`config.mk`:
```
export PLATFORM = sky130hd
export DESIGN_NAME = puf_chall_sequencer
export DESIGN_NICKNAME = d
export VERILOG_FILES = /design/src/rtl/puf_chall_sequencer.sv
export SDC_FILE = /design/constraint.sdc
export NUM_CORES = 1
export LEC_CHECK = 0
export BUFFER_PORTS_ARGS = -buffer_cell sky130_fd_sc_hd__buf_4
export CAP_MARGIN = 20
export CORE_UTILIZATION = 43
export CTS_CLUSTER_DIAMETER = 200
export DETAILED_ROUTE_END_ITERATION = 12
export GPL_TIMING_DRIVEN = 0
export PLACE_DENSITY = 0.66
export SLEW_MARGIN = 20
export SYNTH_ARGS = -nofsm -noshare
export SYNTH_HDL_FRONTEND = slang
export SYNTH_SLANG_ARGS = --single-unit
export TNS_END_PERCENT = 1
```
`constraint.sdc`:
```
create_clock -name clk_i -period 1.8 [get_ports clk_i]
set_clock_uncertainty 0.15 [all_clocks]
set_input_delay 0.36 -clock clk_i [delete_from_list [all_inputs] [get_ports clk_i]]
set_output_delay 0.36 -clock clk_i [all_outputs]
set_load 0.1 [all_outputs]
```
`src/rtl/puf_chall_sequencer.sv`:
```
// rtl/puf_chall_sequencer.sv - sweeps a challenge range through a PUF core and streams tagged responses
// Each challenge gets its own core reset, settle window and bounded wait for ready.
module puf_chall_sequencer #(
  parameter int CHALL_W    = 8,
  parameter int RESP_W     = 8,
  parameter int RST_PULSE  = 1,
  parameter int SETTLE_CYC = 2,
  parameter int TIMEOUT    = 255
) (
  input  logic               clk_i,
  input  logic               rst_i,
  input  logic               start_i,
  input  logic               abort_i,
  input  logic [CHALL_W-1:0] chall_first_i,
  input  logic [CHALL_W-1:0] chall_last_i,
  output logic               busy_o,
  output logic               done_o,
  output logic               timeout_err_o,
  output logic               puf_en_o,
  output logic               puf_rst_n_o,
  output logic [CHALL_W-1:0] puf_chall_o,
  input  logic               puf_ready_i,
  input  logic [RESP_W-1:0]  puf_resp_i,
  output logic               resp_valid_o,
  input  logic               resp_ready_i,
  output logic [CHALL_W-1:0] resp_chall_o,
  output logic [RESP_W-1:0]  resp_data_o,
  output logic               resp_err_o
);

  localparam int MAX_A = (RST_PULSE > SETTLE_CYC) ? RST_PULSE : SETTLE_CYC;
  localparam int MAX_C = (MAX_A > TIMEOUT) ? MAX_A : TIMEOUT;
  localparam int CNT_W = $clog2(MAX_C + 1);

  localparam logic [CNT_W-1:0] RST_END    = CNT_W'(RST_PULSE - 1);
  localparam logic [CNT_W-1:0] SETTLE_END = CNT_W'(SETTLE_CYC - 1);
  localparam logic [CNT_W-1:0] WAIT_END   = CNT_W'(TIMEOUT - 1);

  typedef enum logic [2:0] {
    S_IDLE, S_PRST, S_SETTLE, S_WAIT, S_OUT, S_NEXT, S_FIN
  } state_e;

  state_e              state_q, state_d;
  logic [CNT_W-1:0]    cnt_q, cnt_d;
  logic [CHALL_W-1:0]  cur_q, cur_d;
  logic [CHALL_W-1:0]  last_q, last_d;
  logic [CHALL_W-1:0]  resp_chall_q, resp_chall_d;
  logic [RESP_W-1:0]   resp_data_q, resp_data_d;
  logic                resp_err_q, resp_err_d;
  logic                terr_q, terr_d;
  logic                busy;

  always_ff @(posedge clk_i) begin
    if (rst_i) begin
      state_q      <= S_IDLE;
      cnt_q        <= '0;
      cur_q        <= '0;
      last_q       <= '0;
      resp_chall_q <= '0;
      resp_data_q  <= '0;
      resp_err_q   <= 1'b0;
      terr_q       <= 1'b0;
    end else begin
      state_q      <= state_d;
      cnt_q        <= cnt_d;
      cur_q        <= cur_d;
      last_q       <= last_d;
      resp_chall_q <= resp_chall_d;
      resp_data_q  <= resp_data_d;
      resp_err_q   <= resp_err_d;
      terr_q       <= terr_d;
    end
  end

  // FIN already reports not-busy, so a start landing there begins the next sweep at once.
  assign busy = (state_q != S_IDLE) && (state_q != S_FIN);

  always_comb begin
    state_d      = state_q;
    cnt_d        = '0;
    cur_d        = cur_q;
    last_d       = last_q;
    resp_chall_d = resp_chall_q;
    resp_data_d  = resp_data_q;
    resp_err_d   = resp_err_q;
    terr_d       = terr_q;

    case (state_q)
      S_IDLE, S_FIN: begin
        if (start_i) begin
          cur_d   = chall_first_i;
          last_d  = chall_last_i;
          terr_d  = 1'b0;
          state_d = S_PRST;
        end else begin
          state_d = S_IDLE;
        end
      end
      S_PRST: begin
        if (cnt_q == RST_END) state_d = S_SETTLE;
        else                  cnt_d   = cnt_q + CNT_W'(1);
      end
      S_SETTLE: begin
        if (cnt_q == SETTLE_END) state_d = S_WAIT;
        else                     cnt_d   = cnt_q + CNT_W'(1);
      end
      S_WAIT: begin
        if (puf_ready_i) begin
          resp_data_d  = puf_resp_i;
          resp_chall_d = cur_q;
          resp_err_d   = 1'b0;
          state_d      = S_OUT;
        end else if (cnt_q == WAIT_END) begin
          resp_data_d  = '0;
          resp_chall_d = cur_q;
          resp_err_d   = 1'b1;
          terr_d       = 1'b1;
          state_d      = S_OUT;
        end else begin
          cnt_d = cnt_q + CNT_W'(1);
        end
      end
      S_OUT: begin
        if (resp_ready_i) state_d = S_NEXT;
      end
      S_NEXT: begin
        if (cur_q == last_q) begin
          state_d = S_FIN;
        end else begin
          cur_d   = cur_q + CHALL_W'(1);
          state_d = S_PRST;
        end
      end
      default: state_d = S_IDLE;
    endcase

    // Abort overrides everything, including a handshake in OUT; the sticky error survives.
    if (abort_i && busy) begin
      state_d = S_IDLE;
      cnt_d   = '0;
    end
  end

  assign busy_o        = busy;
  assign done_o        = (state_q == S_FIN);
  assign timeout_err_o = terr_q;
  assign puf_en_o      = busy;
  assign puf_rst_n_o   = (state_q != S_PRST);
  assign puf_chall_o   = cur_q;
  assign resp_valid_o  = (state_q == S_OUT);
  assign resp_chall_o  = resp_chall_q;
  assign resp_data_o   = resp_data_q;
  assign resp_err_o    = resp_err_q;

endmodule

```
# Word level (Yosys, flattened, before mapping)
# Index checks and enable logic that the tools add are counted.
# word_totals
ff_bits,45
output_inout_bits,31
# classes
add_sub_neg,2
n_eq_ne,19
n_mux,25
n_reduce_logical,15
# op_table
cell,n
$mux W8,10
$pmux W8 S3,1
$mux W3,6
$pmux W3 S6,1
$add A8 B1 Y8 const B,2
$pmux W8 S2,1
$ne A2 B2 Y1 const B,6
$eq A3 B3 Y1 const B,3
$eq A8 B1 Y1 const B,1
$eq A8 B8 Y1,1
$eq A8 B8 Y1 const B,1
$logic_not A8 Y1,1
$reduce_and A4 Y1,2
$eq A3 B2 Y1 const B,2
$ne A3 B3 Y1 const B,2
$reduce_bool A2 Y1,3
$mux W1,5
$reduce_and A2 Y1,2
$reduce_or A2 Y1,2
$eq A3 B1 Y1 const B,1
$logic_not A3 Y1,1
$ne A3 B1 Y1 const B,1
$reduce_and A3 Y1,1
$reduce_bool A3 Y1,1
other kinds (3),4

# Logic depth before layout (Yosys ltp)
# Gate-level depths: netlist of run 1.
# depth
word_depth,4
mapped_depth,8
depth_no_buf,7

# Least setup slack after synthesis of run 1
# Ideal clock, no wire load.
# synth_timing
path_type,flip-flop to flip-flop
from,register state_q[2]
to,register state_q[2]
setup_ps,70
arrival_ps,3224
slack_ps,-1644
path_stages_with_launch,7
n_path_buf,1
period_less_slack_ps,3444
cell_sequence,dfxtp_1 -> buf_6 -> inv_1 -> nor3_1 -> or3_1 -> and3b_1 -> a32o_1
# synth_lines
item,line_no,rtl
from (decl),43,"state_e state_q, state_d;"
from (signal assigned),64,state_q <= state_d;
$eq A3 B3 Y1,-,
via done_o,17,"output logic done_o,"
$reduce_or A2 Y1,88,case (state_q)
$pmux W3 S6,88,
# The timed path passes the listed nets, and every way through them passes these cells.
# A chain may end at the register's enable or synchronous reset.

# Worst setup path after layout of run 1
# layout_timing
from,register state_q[2]
to,register state_q[0]
# layout_via
elab_chain_cells,4
# layout_rtl
item
"parallel branches: the longest is 4 deep, another holds $pmux W3 S6"
# Several ways; the timed one is not identified.

==> metrics.txt, run 1 <==
# TYPE chip_impl_metric gauge
chip_impl_metric{name="die_area",unit="mm²"} 0.00573
chip_impl_metric{name="wl_met1",unit="µm"} 2590
chip_impl_metric{name="num-nets-final",unit=""} 377
chip_impl_metric{name="synth.distinct_cells",unit=""} 53
chip_impl_metric{name="number_of_enable_flip_flop_cells_after_synthesis",unit=""} 0
chip_impl_metric{name="sinks_on_the_clock_net",unit=""} 45
chip_impl_metric{name="final_critical_path_setup_slack",unit="ns"} -0.251
chip_impl_metric{name="antenna_cells",unit=""} 0
chip_impl_metric{name="initial_core_util",unit="%"} 45.1
chip_impl_metric{name="worst_hold_slack",unit="ns"} 0.152
chip_impl_metric{name="period_minus_slack",unit="ns"} 2.05
chip_impl_metric{name="ant_nets",unit=""} 0
chip_impl_metric{name="wl_met3",unit="µm"} 218
chip_impl_metric{name="post_synth_instance_area",unit="mm²"} 0.00233
chip_impl_info{name="timing.critical_path.to_type",value="register"} 1
chip_impl_metric{name="antenna_violations_before_repair",unit=""} 0
chip_impl_info{name="grt_setup_unrepaired",value="true"} 1
chip_impl_metric{name="crit_arrival",unit="ns"} 2.08
chip_impl_metric{name="tritoncts.num_buffers",unit=""} 5
chip_impl_metric{name="worstSkewPairLatency",unit="ns"} 0.30
chip_impl_metric{name="max_cap_violations",unit=""} 0
chip_impl_info{name="status",value="complete, but fails checks"} 1
chip_impl_info{name="hold_start",value="puf_resp_i[0]"} 1
chip_impl_metric{name="critPathMaxFanout",unit=""} 4
chip_impl_info{name="layout_commonest_cell",value="buf_4"} 1
chip_impl_info{name="synth-main-ff-cell",value="dfxtp_1"} 1
chip_impl_metric{name="dr_wl_met2",unit="µm"} 3160
chip_impl_metric{name="synth_async_sr_flop_share",unit="%"} 0
chip_impl_metric{name="worstPathRequired",unit="ns"} 1.83
chip_impl_metric{name="placeable_area",unit="mm²"} 0.00517
chip_impl_metric{name="synth.yosys.warnings",unit=""} 0
chip_impl_metric{name="synth_seq_area_share",unit="%"} 38.6
chip_impl_metric{name="grt_pass1_vias",unit=""} 2007
chip_impl_metric{name="cts-htree-levels",unit=""} 2
chip_impl_metric{name="post_syn_instances",unit=""} 265
chip_impl_metric{name="layout-drive-gt1-share",unit="%"} 41.2
chip_impl_metric{name="total_grt_overflow",unit=""} 0
chip_impl_info{name="layout_common_cells",value="buf_4, nor2_1, dfxtp_1"} 1
chip_impl_metric{name="synth_xor_area_share",unit="%"} 7.45
chip_impl_metric{name="die_height",unit="µm"} 75.7
chip_impl_metric{name="dr.pass1.iters",unit=""} 4
chip_impl_metric{name="max-clock-path-buffers",unit=""} 2
chip_impl_metric{name="grt_start_max_net_pins",unit=""} 14
chip_impl_info{name="path_class",value="reg -> reg"} 1
chip_impl_metric{name="post_synthesis_share_of_cell_area_spent_on_and_or_nand_and_nor_gates",unit="%"} 24.3
chip_impl_metric{name="place_ws",unit="ns"} -0.341
chip_impl_metric{name="place.gp.congestion",unit=""} 0.838
chip_impl_metric{name="hold_vio_cnt_final",unit=""} 0
chip_impl_metric{name="synth_fp_nets",unit=""} 301
chip_impl_metric{name="setup-violations-final",unit=""} 14
chip_impl_metric{name="max_slew_margin",unit="%"} 63.4
chip_impl_info{name="violations",value="negative setup slack"} 1
chip_impl_metric{name="mean_area_per_synthesized_cell",unit="µm²"} 8.81
chip_impl_info{name="startpoint_type",value="register"} 1
chip_impl_metric{name="synth_adder_area_share",unit="%"} 3.22
chip_impl_metric{name="final.period_utilization",unit="%"} 114
chip_impl_metric{name="globalRouteTotalUtil",unit="%"} 22.2
chip_impl_metric{name="area_after_detailed_placement",unit="mm²"} 0.00296
chip_impl_metric{name="lkg_pwr",unit="nW"} 1.39
chip_impl_metric{name="num_io_pins",unit=""} 61
chip_impl_info{name="cp-startpoint",value="state_q[2]"} 1
chip_impl_metric{name="hpwlAfterDp",unit="µm"} 4330
chip_impl_metric{name="clk_pin_slew",unit="ns"} 0.08
chip_impl_info{name="synth_top_family_by_area",value="simple AND/OR/NAND/NOR gates"} 1
chip_impl_metric{name="grt_pass1_wl",unit="µm"} 9300
chip_impl_info{name="critical_path.reg2reg.startpoint",value="state_q[2]"} 1
chip_impl_metric{name="vias_per_cell",unit=""} 5.15
chip_impl_metric{name="max_freq",unit="GHz"} 0.488
chip_impl_metric{name="drc_errors",unit=""} 0
chip_impl_metric{name="routed_wirelength",unit="µm"} 6080
chip_impl_metric{name="number_of_rows_created_at_floorplan",unit=""} 26
chip_impl_metric{name="ys_ff_latch",unit=""} 45
chip_impl_metric{name="vdd_ir_drop_max",unit="µV"} 743
chip_impl_metric{name="worst-slew-pin-transition",unit="ns"} 0.549
chip_impl_metric{name="wl_per_cell",unit="µm"} 14.8
chip_impl_metric{name="fraction_of_synthesized_area_in_multiplexers",unit="%"} 6.27
chip_impl_metric{name="drv_slew",unit=""} 0
chip_impl_info{name="cts_tree",value="done"} 1
chip_impl_info{name="hold_class",value="in -> reg"} 1
chip_impl_info{name="cts-root-buf",value="clkbuf_8"} 1
chip_impl_metric{name="first_iter_violations",unit=""} 86
chip_impl_metric{name="pwr_density_cell",unit="mW/mm²"} 1200
chip_impl_metric{name="die_w",unit="µm"} 75.7
chip_impl_info{name="route.top_layer_used",value="met4"} 1
chip_impl_metric{name="synth-compound-area-share",unit="%"} 14.3
chip_impl_metric{name="flow.area_growth_from_synthesis",unit="%"} 43.1
chip_impl_metric{name="design_area",unit="mm²"} 0.00334
chip_impl_metric{name="port-buffer-count",unit=""} 59
chip_impl_metric{name="via_count",unit=""} 2122
[worst paths after layout]
| path | endpoint | slack [ns] | depth (start not counted) |
|---|---|---|---|
| min reg2reg | cnt_q[0] | 0.30 | 1 |
| max reg2reg | state_q[0] | -0.25 | 7 |
| max | state_q[0] | -0.25 | 7 |
| min | resp_data_o[0] | 0.15 | 3 |
[critical path: stages (launching register included)]
cell and delay (ns):
dfxtp_1 0.33, buf_6 0.14, clkinvlp_4 0.15, ha_4 0.30, nor2_1 0.06, or3_1 0.40, and3b_1 0.21, a32o_1 0.21
[kinds of logic (layout without fill, tap and decap cells)]
group           Yosys count  after routing
compound gates           44             44
xor+xnor                 16             16
fa+ha+maj                 6              6
buf+inv                  27            104
flops                    45             45
mux                      14             14
simple gates            113            113
[report_power, final]
part           switching (W)  internal (W)
registers           0.000108       0.00110
logic                0.00132      0.000852
clock network       0.000345      0.000275
[Yosys cell counts, types with 2 or more instances]
cell | n | share of area, %
ha_1 | 6 | 3.2
nand3b_1 | 2 | 0.64
o32ai_1 | 2 | 0.75
nor4_4 | 2 | 1.8
mux2i_1 | 12 | 5.1
nand2_1 | 30 | 4.8
nor2_1 | 44 | 7.1
buf_4 | 3 | 0.96
inv_1 | 10 | 1.6
xnor2_1 | 5 | 1.9
clkbuf_1 | 7 | 1.1
dfxtp_1 | 45 | 39
nor4_1 | 2 | 0.54
and2_1 | 2 | 0.54
nand3_1 | 8 | 1.7
xor2_2 | 2 | 1.4
and3b_1 | 3 | 1.1
a32o_1 | 2 | 0.86
a22oi_1 | 9 | 2.9
buf_6 | 3 | 1.4
xor2_1 | 8 | 3.0
a21oi_1 | 15 | 3.2
nand2b_1 | 2 | 0.54
nor3b_1 | 3 | 0.96
buf_2 | 3 | 0.64
nor3_1 | 7 | 1.5
nand4_1 | 2 | 0.54
[metrics by stage]
stage / TNS (ns) / utilization [%] / power [W] / instances
after floorplan: -4.46 / - / 0.00265 / 265
after global placement: -6.78 / 57.2 / 0.00298 / 394
after detailed placement: -7.70 / 57.2 / 0.00301 / 394
after CTS: -2.11 / 62.0 / 0.00383 / 407
after global routing: -4.17 / 64.6 / 0.00420 / 412
final: -1.97 / 64.6 / 0.00400 / 412
[registers in the layout, indices dropped and copies added (netlist names)]
| name | flops |
|---|---|
| resp_err_o | 1 |
| state_q | 3 |
| cnt_q | 8 |
| resp_chall_o | 8 |
| puf_chall_o | 8 |
| resp_data_o | 8 |
| timeout_err_o | 1 |
| last_q | 8 |
[metal layers]
metal | GRT usage, % | vias up
met4 | 9.05 | 0
li1 | - | 1066
met1 | 25.8 | 1005
met2 | 38.8 | 42
met3 | 5.95 | 9
met5 | 0 | -
[what timing repair did]
item | 4_1_cts | 5_1_grt
hold buffers | 0 | 0
hold endpoints to repair | 0 | 0
resized for setup | 34 | 20
pin swaps | 7 | 6
setup endpoints to repair | 49 | 40
setup buffers | 6 | 5
[area by class of cell]
type                    count  area, µm²
plain buffers              16        145
clock buffers               7       76.3
clock inverters             1       7.51
fillers                   454       1830
inverters                  10       45.0
multi-input cells         193       1460
flip-flops and latches     45        941
well taps                  70       87.6
repair buffers             70        583
(Power assumes the default switching activity.)
==> inputs of run 2 (changes only) <==
--- a/config.mk
+++ b/config.mk
@@ -7,11 +7,14 @@
 export LEC_CHECK = 0
 export BUFFER_PORTS_ARGS = -buffer_cell sky130_fd_sc_hd__buf_4
 export CAP_MARGIN = 20
-export CORE_UTILIZATION = 43
+export CELL_PAD_IN_SITES_DETAIL_PLACEMENT = 0
+export CELL_PAD_IN_SITES_GLOBAL_PLACEMENT = 2
+export CORE_UTILIZATION = 28
 export CTS_CLUSTER_DIAMETER = 200
 export DETAILED_ROUTE_END_ITERATION = 12
 export GPL_TIMING_DRIVEN = 0
-export PLACE_DENSITY = 0.66
+export PLACE_DENSITY = 0.72
+export SETUP_SLACK_MARGIN = 0.5
 export SLEW_MARGIN = 20
 export SYNTH_ARGS = -nofsm -noshare
 export SYNTH_HDL_FRONTEND = slang
==> run 2 against run 1 <==
Effect of this change:
- the flow still finishes with violations (negative setup slack)
- global-route usage is 6.4 points lower
- die area is 52% higher
- register-to-register slack better by 0.06 ns
- fmax is 1.3% higher
- cell count is 9.0% higher
- critical endpoint is now puf_en_o
- largest cell class unchanged
- largest power group unchanged
==> metrics.txt, run 2 (synthesized netlist as in run 1, its figures left out) <==
# TYPE chip_impl_metric gauge
chip_impl_info{name="status",value="complete, but fails checks"} 1
chip_impl_info{name="violations",value="negative setup slack"} 1
chip_impl_metric{name="die_w",unit="µm"} 93.3
chip_impl_metric{name="dr.pass1.iters",unit=""} 4
chip_impl_metric{name="grt_start_max_net_pins",unit=""} 18
chip_impl_metric{name="period_minus_slack",unit="ns"} 2.02
chip_impl_metric{name="num-nets-final",unit=""} 382
chip_impl_metric{name="tritoncts.num_buffers",unit=""} 5
chip_impl_metric{name="place_ws",unit="ns"} -0.395
chip_impl_metric{name="crit_arrival",unit="ns"} 1.51
chip_impl_metric{name="max_slew_margin",unit="%"} 60.8
chip_impl_metric{name="routed_wirelength",unit="µm"} 6610
chip_impl_metric{name="globalRouteTotalUtil",unit="%"} 15.8
chip_impl_metric{name="sinks_on_the_clock_net",unit=""} 45
chip_impl_info{name="critical-path-top-cell-by-count",value="buf_12"} 1
chip_impl_metric{name="initial_core_util",unit="%"} 29.6
chip_impl_info{name="hold_class",value="in -> reg"} 1
chip_impl_metric{name="grt_pass1_vias",unit=""} 2063
chip_impl_metric{name="max_cap_violations",unit=""} 0
chip_impl_metric{name="vdd_ir_drop_max",unit="µV"} 394
chip_impl_metric{name="number_of_rows_created_at_floorplan",unit=""} 32
chip_impl_metric{name="cts_hold_buffers",unit=""} 0
chip_impl_metric{name="drv_slew",unit=""} 0
chip_impl_metric{name="total_grt_overflow",unit=""} 0
chip_impl_metric{name="port-buffer-count",unit=""} 59
chip_impl_metric{name="final.period_utilization",unit="%"} 112
chip_impl_metric{name="multi_input_comb_area",unit="mm²"} 0.00150
chip_impl_metric{name="worstPathRequired",unit="ns"} 1.29
chip_impl_info{name="grt_setup_unrepaired",value="true"} 1
chip_impl_metric{name="antenna_violations_before_repair",unit=""} 0
chip_impl_metric{name="finish.cell_count_without_fillers",unit=""} 449
chip_impl_metric{name="pwr_density_cell",unit="mW/mm²"} 1120
chip_impl_metric{name="flow.area_growth_from_synthesis",unit="%"} 63.2
chip_impl_metric{name="place.gp.congestion",unit=""} 0.818
chip_impl_metric{name="max-clock-path-buffers",unit=""} 2
chip_impl_info{name="startpoint_type",value="register"} 1
chip_impl_metric{name="vias_per_cell",unit=""} 4.65
chip_impl_metric{name="antenna_cells",unit=""} 0
chip_impl_metric{name="clk_pin_slew",unit="ns"} 0.10
chip_impl_metric{name="timing.critical_path.slowest_cell_delay",unit="ns"} 0.34
chip_impl_metric{name="fillers",unit=""} 775
chip_impl_metric{name="drc_errors",unit=""} 0
chip_impl_metric{name="final-seq-area",unit="µm²"} 961
chip_impl_metric{name="num_io_pins",unit=""} 61
chip_impl_metric{name="placed_cells",unit=""} 426
chip_impl_metric{name="first_iter_violations",unit=""} 63
chip_impl_info{name="layout_common_cells",value="nor2_1, buf_4, buf_12"} 1
chip_impl_info{name="cts_tree",value="done"} 1
chip_impl_metric{name="placeable_area",unit="mm²"} 0.00789
chip_impl_info{name="cts-root-buf",value="clkbuf_8"} 1
chip_impl_metric{name="hpwlAfterDp",unit="µm"} 4680
chip_impl_info{name="timing.critical_path.to_type",value="output port"} 1
chip_impl_metric{name="overall_power",unit="W"} 0.00425
chip_impl_metric{name="final_critical_path_setup_slack",unit="ns"} -0.224
chip_impl_metric{name="cts-htree-levels",unit=""} 2
chip_impl_metric{name="critPathMaxFanout",unit=""} 3
chip_impl_info{name="cp_cell_sequence",value="buf_8, xor2_4, nor2_4, clkinvlp_4, buf_12, buf_12"} 1
chip_impl_metric{name="lkg_pwr",unit="nW"} 1.52
chip_impl_metric{name="layout-drive-gt1-share",unit="%"} 49.6
chip_impl_metric{name="grt_pass1_wl",unit="µm"} 10600
chip_impl_metric{name="ant_nets",unit=""} 0
chip_impl_metric{name="die_height",unit="µm"} 93.3
chip_impl_metric{name="setup-violations-final",unit=""} 14
chip_impl_metric{name="wl_per_cell",unit="µm"} 14.7
chip_impl_metric{name="finalCoreUtilization",unit="%"} 48.3
chip_impl_metric{name="max_freq",unit="GHz"} 0.494
chip_impl_metric{name="die_area",unit="mm²"} 0.00871
chip_impl_metric{name="worst-slew-pin-transition",unit="ns"} 0.589
chip_impl_info{name="path_class",value="reg -> out"} 1
chip_impl_metric{name="hold_vio_cnt_final",unit=""} 0
chip_impl_info{name="crit_slowest_cell",value="dfxtp_2"} 1
chip_impl_metric{name="via_count",unit=""} 2088
chip_impl_metric{name="worstSkewPairLatency",unit="ns"} 0.30
==> run 2: changes by cell type in the layout (fill, tap and decap cells not counted), sizes merged <==
| cell | previous run | this run |
|---|---|---|
| clkbuf | 13 | 10 |
| clkinvlp | 3 | 2 |
| buf | 80 | 86 |
| inv | 8 | 11 |
==> run 2: layout make-up <==
type,count,area share (%)
multi-input combinational,193,39.4
inverter,10,1.31
tap,102,3.35
clock buffer,5,1.81
sequential,45,25.2
timing repair buffer,74,23.8
clock inverter,3,0.755
buffer,17,4.40
==> run 2: final timing paths <==
kind         depth (start not counted)              to     startpoint  slack, ns
max                                  6        puf_en_o     state_q[1]      -0.22
min                                  3  resp_data_o[5]  puf_resp_i[5]       0.12
max reg2reg                          7      state_q[2]     state_q[2]      -0.19
min reg2reg                          1        cnt_q[0]       cnt_q[0]       0.31
==> run 2: worst max-delay path, delay by kind of cell, from the launching register on <==
kind          cells  cell delay [ns]
buf+inv           4             0.55
simple gates      1             0.13
xor+xnor          1             0.19
flops             1             0.34
==> run 2: repair_timing <==
item                                    4_1_cts  5_1_grt
pin swaps                                    27       16
endpoints found under the setup margin       76       76
gates resized for setup                      53      111
buffers inserted                              5       10
==> run 2: routing by layer <==
layer / GRT usage, % / up-vias / part of all wire (%)
li1: - / 1074 / -
met1: 21.9 / 959 / 48
met2: 24.6 / 50 / 46
met3: 3.82 / 5 / 5.2
met4: 3.85 / 0 / 0.86
met5: 0 / - / 0
==> run 2: metrics by stage <==
step	area (µm²)	hold WS, ns	TNS (ns)
floorplan	2430	0.295	-4.46
global placement	3000	0.305	-9.87
detailed placement	3000	0.308	-9.20
CTS	3310	0.114	-2.58
global route	3810	0.121	-3.20
finish	3810	0.124	-1.44
==> run 2: power breakdown <==
part           total [W]  switching, W  leakage, nW  internal, W
sequential       0.00121      0.000109        0.380      0.00110
clock           0.000696      0.000402       0.0511     0.000294
combinational    0.00235       0.00136         1.08     0.000987
==> inputs of run 3 (changes only) <==
--- a/config.mk
+++ b/config.mk
@@ -9,11 +9,11 @@
 export CAP_MARGIN = 20
 export CELL_PAD_IN_SITES_DETAIL_PLACEMENT = 0
 export CELL_PAD_IN_SITES_GLOBAL_PLACEMENT = 2
-export CORE_UTILIZATION = 28
+export CORE_UTILIZATION = 33
 export CTS_CLUSTER_DIAMETER = 200
 export DETAILED_ROUTE_END_ITERATION = 12
 export GPL_TIMING_DRIVEN = 0
-export PLACE_DENSITY = 0.72
+export PLACE_DENSITY = 0.8
 export SETUP_SLACK_MARGIN = 0.5
 export SLEW_MARGIN = 20
 export SYNTH_ARGS = -nofsm -noshare
==> constraint.sdc (replaced) <==
create_clock -name clk_i -period 2.51 [get_ports clk_i]
set_clock_uncertainty 0.15 [all_clocks]
set_input_delay 0.502 -clock clk_i [delete_from_list [all_inputs] [get_ports clk_i]]
set_output_delay 0.502 -clock clk_i [all_outputs]
set_load 0.1 [all_outputs]
==> run 3 against run 2 <==
Effect of this change:
- the run now ends clean
- clock power is 23% lower
- worst setup slack better by 0.57 ns
- cell count is 4.2% lower
- first-iteration DRC count is 6.3% higher
==> metrics.txt, run 3 (synthesized netlist as in run 1, its figures left out) <==
# TYPE chip_impl_metric gauge
chip_impl_metric{name="global_route.usage.met1",unit="%"} 22.3
chip_impl_metric{name="tritoncts.num_buffers",unit=""} 5
chip_impl_info{name="cts-root-buf",value="clkbuf_8"} 1
chip_impl_metric{name="worstSkewPairLatency",unit="ns"} 0.29
chip_impl_metric{name="tns",unit="ns"} 0
chip_impl_metric{name="min_delay_path_depth",unit=""} 3
chip_impl_metric{name="max_freq",unit="GHz"} 0.461
chip_impl_metric{name="max_slew_margin",unit="%"} 63.9
chip_impl_info{name="cp_cell_sequence",value="buf_6, xor2_4, nor2_4, clkinvlp_4, buf_12, buf_12"} 1
chip_impl_metric{name="placeable_area",unit="mm²"} 0.00683
chip_impl_metric{name="wl_per_cell",unit="µm"} 13.9
chip_impl_info{name="worst_path_dominant_cell_family",value="buffers and inverters"} 1
chip_impl_info{name="timing.critical_path.to_type",value="output port"} 1
chip_impl_metric{name="timing.critical_path.slowest_cell_delay",unit="ns"} 0.32
chip_impl_info{name="cp-startpoint",value="state_q[2]"} 1
chip_impl_metric{name="routed_wirelength",unit="µm"} 5990
chip_impl_metric{name="grt_util_met3",unit="%"} 3.27
chip_impl_metric{name="pwr_density_cell",unit="mW/mm²"} 872
chip_impl_metric{name="place.gp.congestion",unit=""} 0.766
chip_impl_metric{name="flow.area_growth_from_synthesis",unit="%"} 33.7
chip_impl_metric{name="die_w",unit="µm"} 86.1
chip_impl_metric{name="drc_errors",unit=""} 0
chip_impl_metric{name="hpwlAfterDp",unit="µm"} 4500
chip_impl_metric{name="number_of_rows_created_at_floorplan",unit=""} 30
chip_impl_metric{name="reg2reg_depth",unit=""} 6
chip_impl_metric{name="setup-violations-final",unit=""} 0
chip_impl_metric{name="finalCoreUtilization",unit="%"} 45.7
chip_impl_metric{name="first_iter_violations",unit=""} 67
chip_impl_metric{name="rrSetupSlack",unit="ns"} 0.40
chip_impl_info{name="crit_slowest_cell",value="dfxtp_2"} 1
chip_impl_metric{name="clk_pin_slew",unit="ns"} 0.09
chip_impl_metric{name="path_buf_inv",unit=""} 4
chip_impl_metric{name="port-buffer-count",unit=""} 59
chip_impl_metric{name="ant_nets",unit=""} 0
chip_impl_metric{name="cts_hold_buffers",unit=""} 0
chip_impl_metric{name="antenna_violations_before_repair",unit=""} 0
chip_impl_metric{name="max-clock-path-buffers",unit=""} 2
chip_impl_metric{name="grt_pass1_wl",unit="µm"} 9800
chip_impl_info{name="path_class",value="reg -> out"} 1
chip_impl_metric{name="finish.cell_count_without_fillers",unit=""} 430
chip_impl_info{name="critical_path.reg2reg.startpoint",value="state_q[2]"} 1
chip_impl_info{name="hold_start",value="puf_resp_i[2]"} 1
chip_impl_metric{name="sinks_on_the_clock_net",unit=""} 45
chip_impl_metric{name="total_grt_overflow",unit=""} 0
chip_impl_info{name="layout_common_cells",value="buf_4, nor2_1, dfxtp_1"} 1
chip_impl_info{name="worstReg2RegEnd",value="puf_chall_o[5]"} 1
chip_impl_metric{name="globalRouteMet2Util",unit="%"} 27.8
chip_impl_metric{name="placed_cells",unit=""} 420
chip_impl_metric{name="initial_core_util",unit="%"} 34.2
chip_impl_metric{name="globalRouteTotalUtil",unit="%"} 16.9
chip_impl_metric{name="via_count",unit=""} 2066
chip_impl_metric{name="crit_arrival",unit="ns"} 1.52
chip_impl_info{name="status",value="complete, no violations"} 1
chip_impl_metric{name="drv_slew",unit=""} 0
chip_impl_metric{name="vdd_ir_drop_max",unit="µV"} 980
chip_impl_metric{name="die_height",unit="µm"} 86.1
chip_impl_metric{name="final_critical_path_setup_slack",unit="ns"} 0.343
chip_impl_info{name="grt-busiest-layer",value="met2"} 1
chip_impl_metric{name="die_area",unit="mm²"} 0.00741
chip_impl_metric{name="grt_pass1_vias",unit=""} 1970
chip_impl_metric{name="dr.pass1.iters",unit=""} 4
chip_impl_metric{name="worstPathRequired",unit="ns"} 1.86
chip_impl_metric{name="final.period_utilization",unit="%"} 86.3
chip_impl_metric{name="critPathMaxFanout",unit=""} 5
chip_impl_info{name="layout_commonest_cell",value="buf_4"} 1
chip_impl_metric{name="layout-drive-gt1-share",unit="%"} 33.5
chip_impl_metric{name="lkg_pwr",unit="nW"} 1.33
chip_impl_metric{name="num_io_pins",unit=""} 61
chip_impl_info{name="critical-path-top-cell-by-count",value="buf_12"} 1
chip_impl_metric{name="period_minus_slack",unit="ns"} 2.17
chip_impl_metric{name="place_ws",unit="ns"} 0.290
chip_impl_info{name="grt_setup_unrepaired",value="true"} 1
chip_impl_info{name="worstHoldEndpoint",value="resp_data_o[2]"} 1
chip_impl_info{name="cts_tree",value="done"} 1
chip_impl_metric{name="antenna_cells",unit=""} 0
chip_impl_metric{name="num-nets-final",unit=""} 370
chip_impl_info{name="hold_class",value="in -> reg"} 1
chip_impl_metric{name="max_cap_violations",unit=""} 0
chip_impl_info{name="startpoint_type",value="register"} 1
chip_impl_metric{name="grt_start_max_net_pins",unit=""} 14
chip_impl_metric{name="hold_vio_cnt_final",unit=""} 0
chip_impl_metric{name="worst-slew-pin-transition",unit="ns"} 0.542
chip_impl_metric{name="vias_per_cell",unit=""} 4.80
chip_impl_metric{name="number_of_gates_on_the_worst_path_with_buffers_counted",unit=""} 6
chip_impl_metric{name="cts-htree-levels",unit=""} 2
-- run 3: cell count changes in the layout (fill, tap and decap cells not counted), moves of 8 or more --
cell	before	now
buf_12	27	2
buf_4	42	62
dfxtp_1	21	34
dfxtp_4	12	1
nand2_1	20	30
nand2_2	11	1
buf_6	12	4
-- run 3: per-layer routing --
layer	wire, µm	vias up	share of wire, %
met5	0	-	0
met4	80	0	1.3
met3	202	4	3.4
met2	2870	36	48
met1	2840	972	47
li1	-	1054	-
-- run 3: what timing repair did --
| item | in CTS | in global routing |
|---|---|---|
| cloned | 0 | 0 |
| setup buffers | 2 | 1 |
| endpoints found under the setup margin | 42 | 43 |
| endpoints found under the hold margin | 0 | 0 |
| gates resized for setup | 7 | 4 |
| pin swaps | 1 | 1 |
-- run 3: worst min-delay path, stage by stage --
cell and delay, ns:
buf_4 0.08, a22oi_1 0.05, nor2_1 0.08
-- run 3: cell type report --
cell class	instances	area, µm²
clock buffers	5	68.8
clock inverters	2	35.0
fillers	711	3710
repair buffers	62	478
multi-input cells	193	1340
flip-flops and latches	45	917
inverters	10	41.3
plain buffers	17	120
well taps	96	120
-- run 3: worst max-delay path by stage --
stage | end | slack, ns
2_1_floorplan | puf_en_o | 0.28
3_3_place_gp | puf_chall_o[5] | 0.30
3_5_place_dp | puf_chall_o[5] | 0.29
4_1_cts | puf_en_o | 0.30
5_1_grt | puf_en_o | 0.27
6_report | puf_en_o | 0.34
-- run 3: per-stage QoR --
| step | cell area (µm²) | total power [W] | hold slack, ns |
|---|---|---|---|
| final | 3120 | 0.00272 | 0.300 |
| after global routing | 3120 | 0.00288 | 0.294 |
| after CTS | 3100 | 0.00274 | 0.294 |
| after detailed placement | 2970 | 0.00214 | 0.312 |
| after global placement | 2970 | 0.00215 | 0.307 |
| after floorplan | 2400 | 0.00189 | 0.295 |
-- run 3: where the power goes --
part	internal, W	leakage [nW]	total [W]	switching (W)
Combinational	0.000476	0.911	0.00134	0.000863
Clock	0.000290	0.0540	0.000534	0.000244
Sequential	0.000783	0.370	0.000850	0.0000670
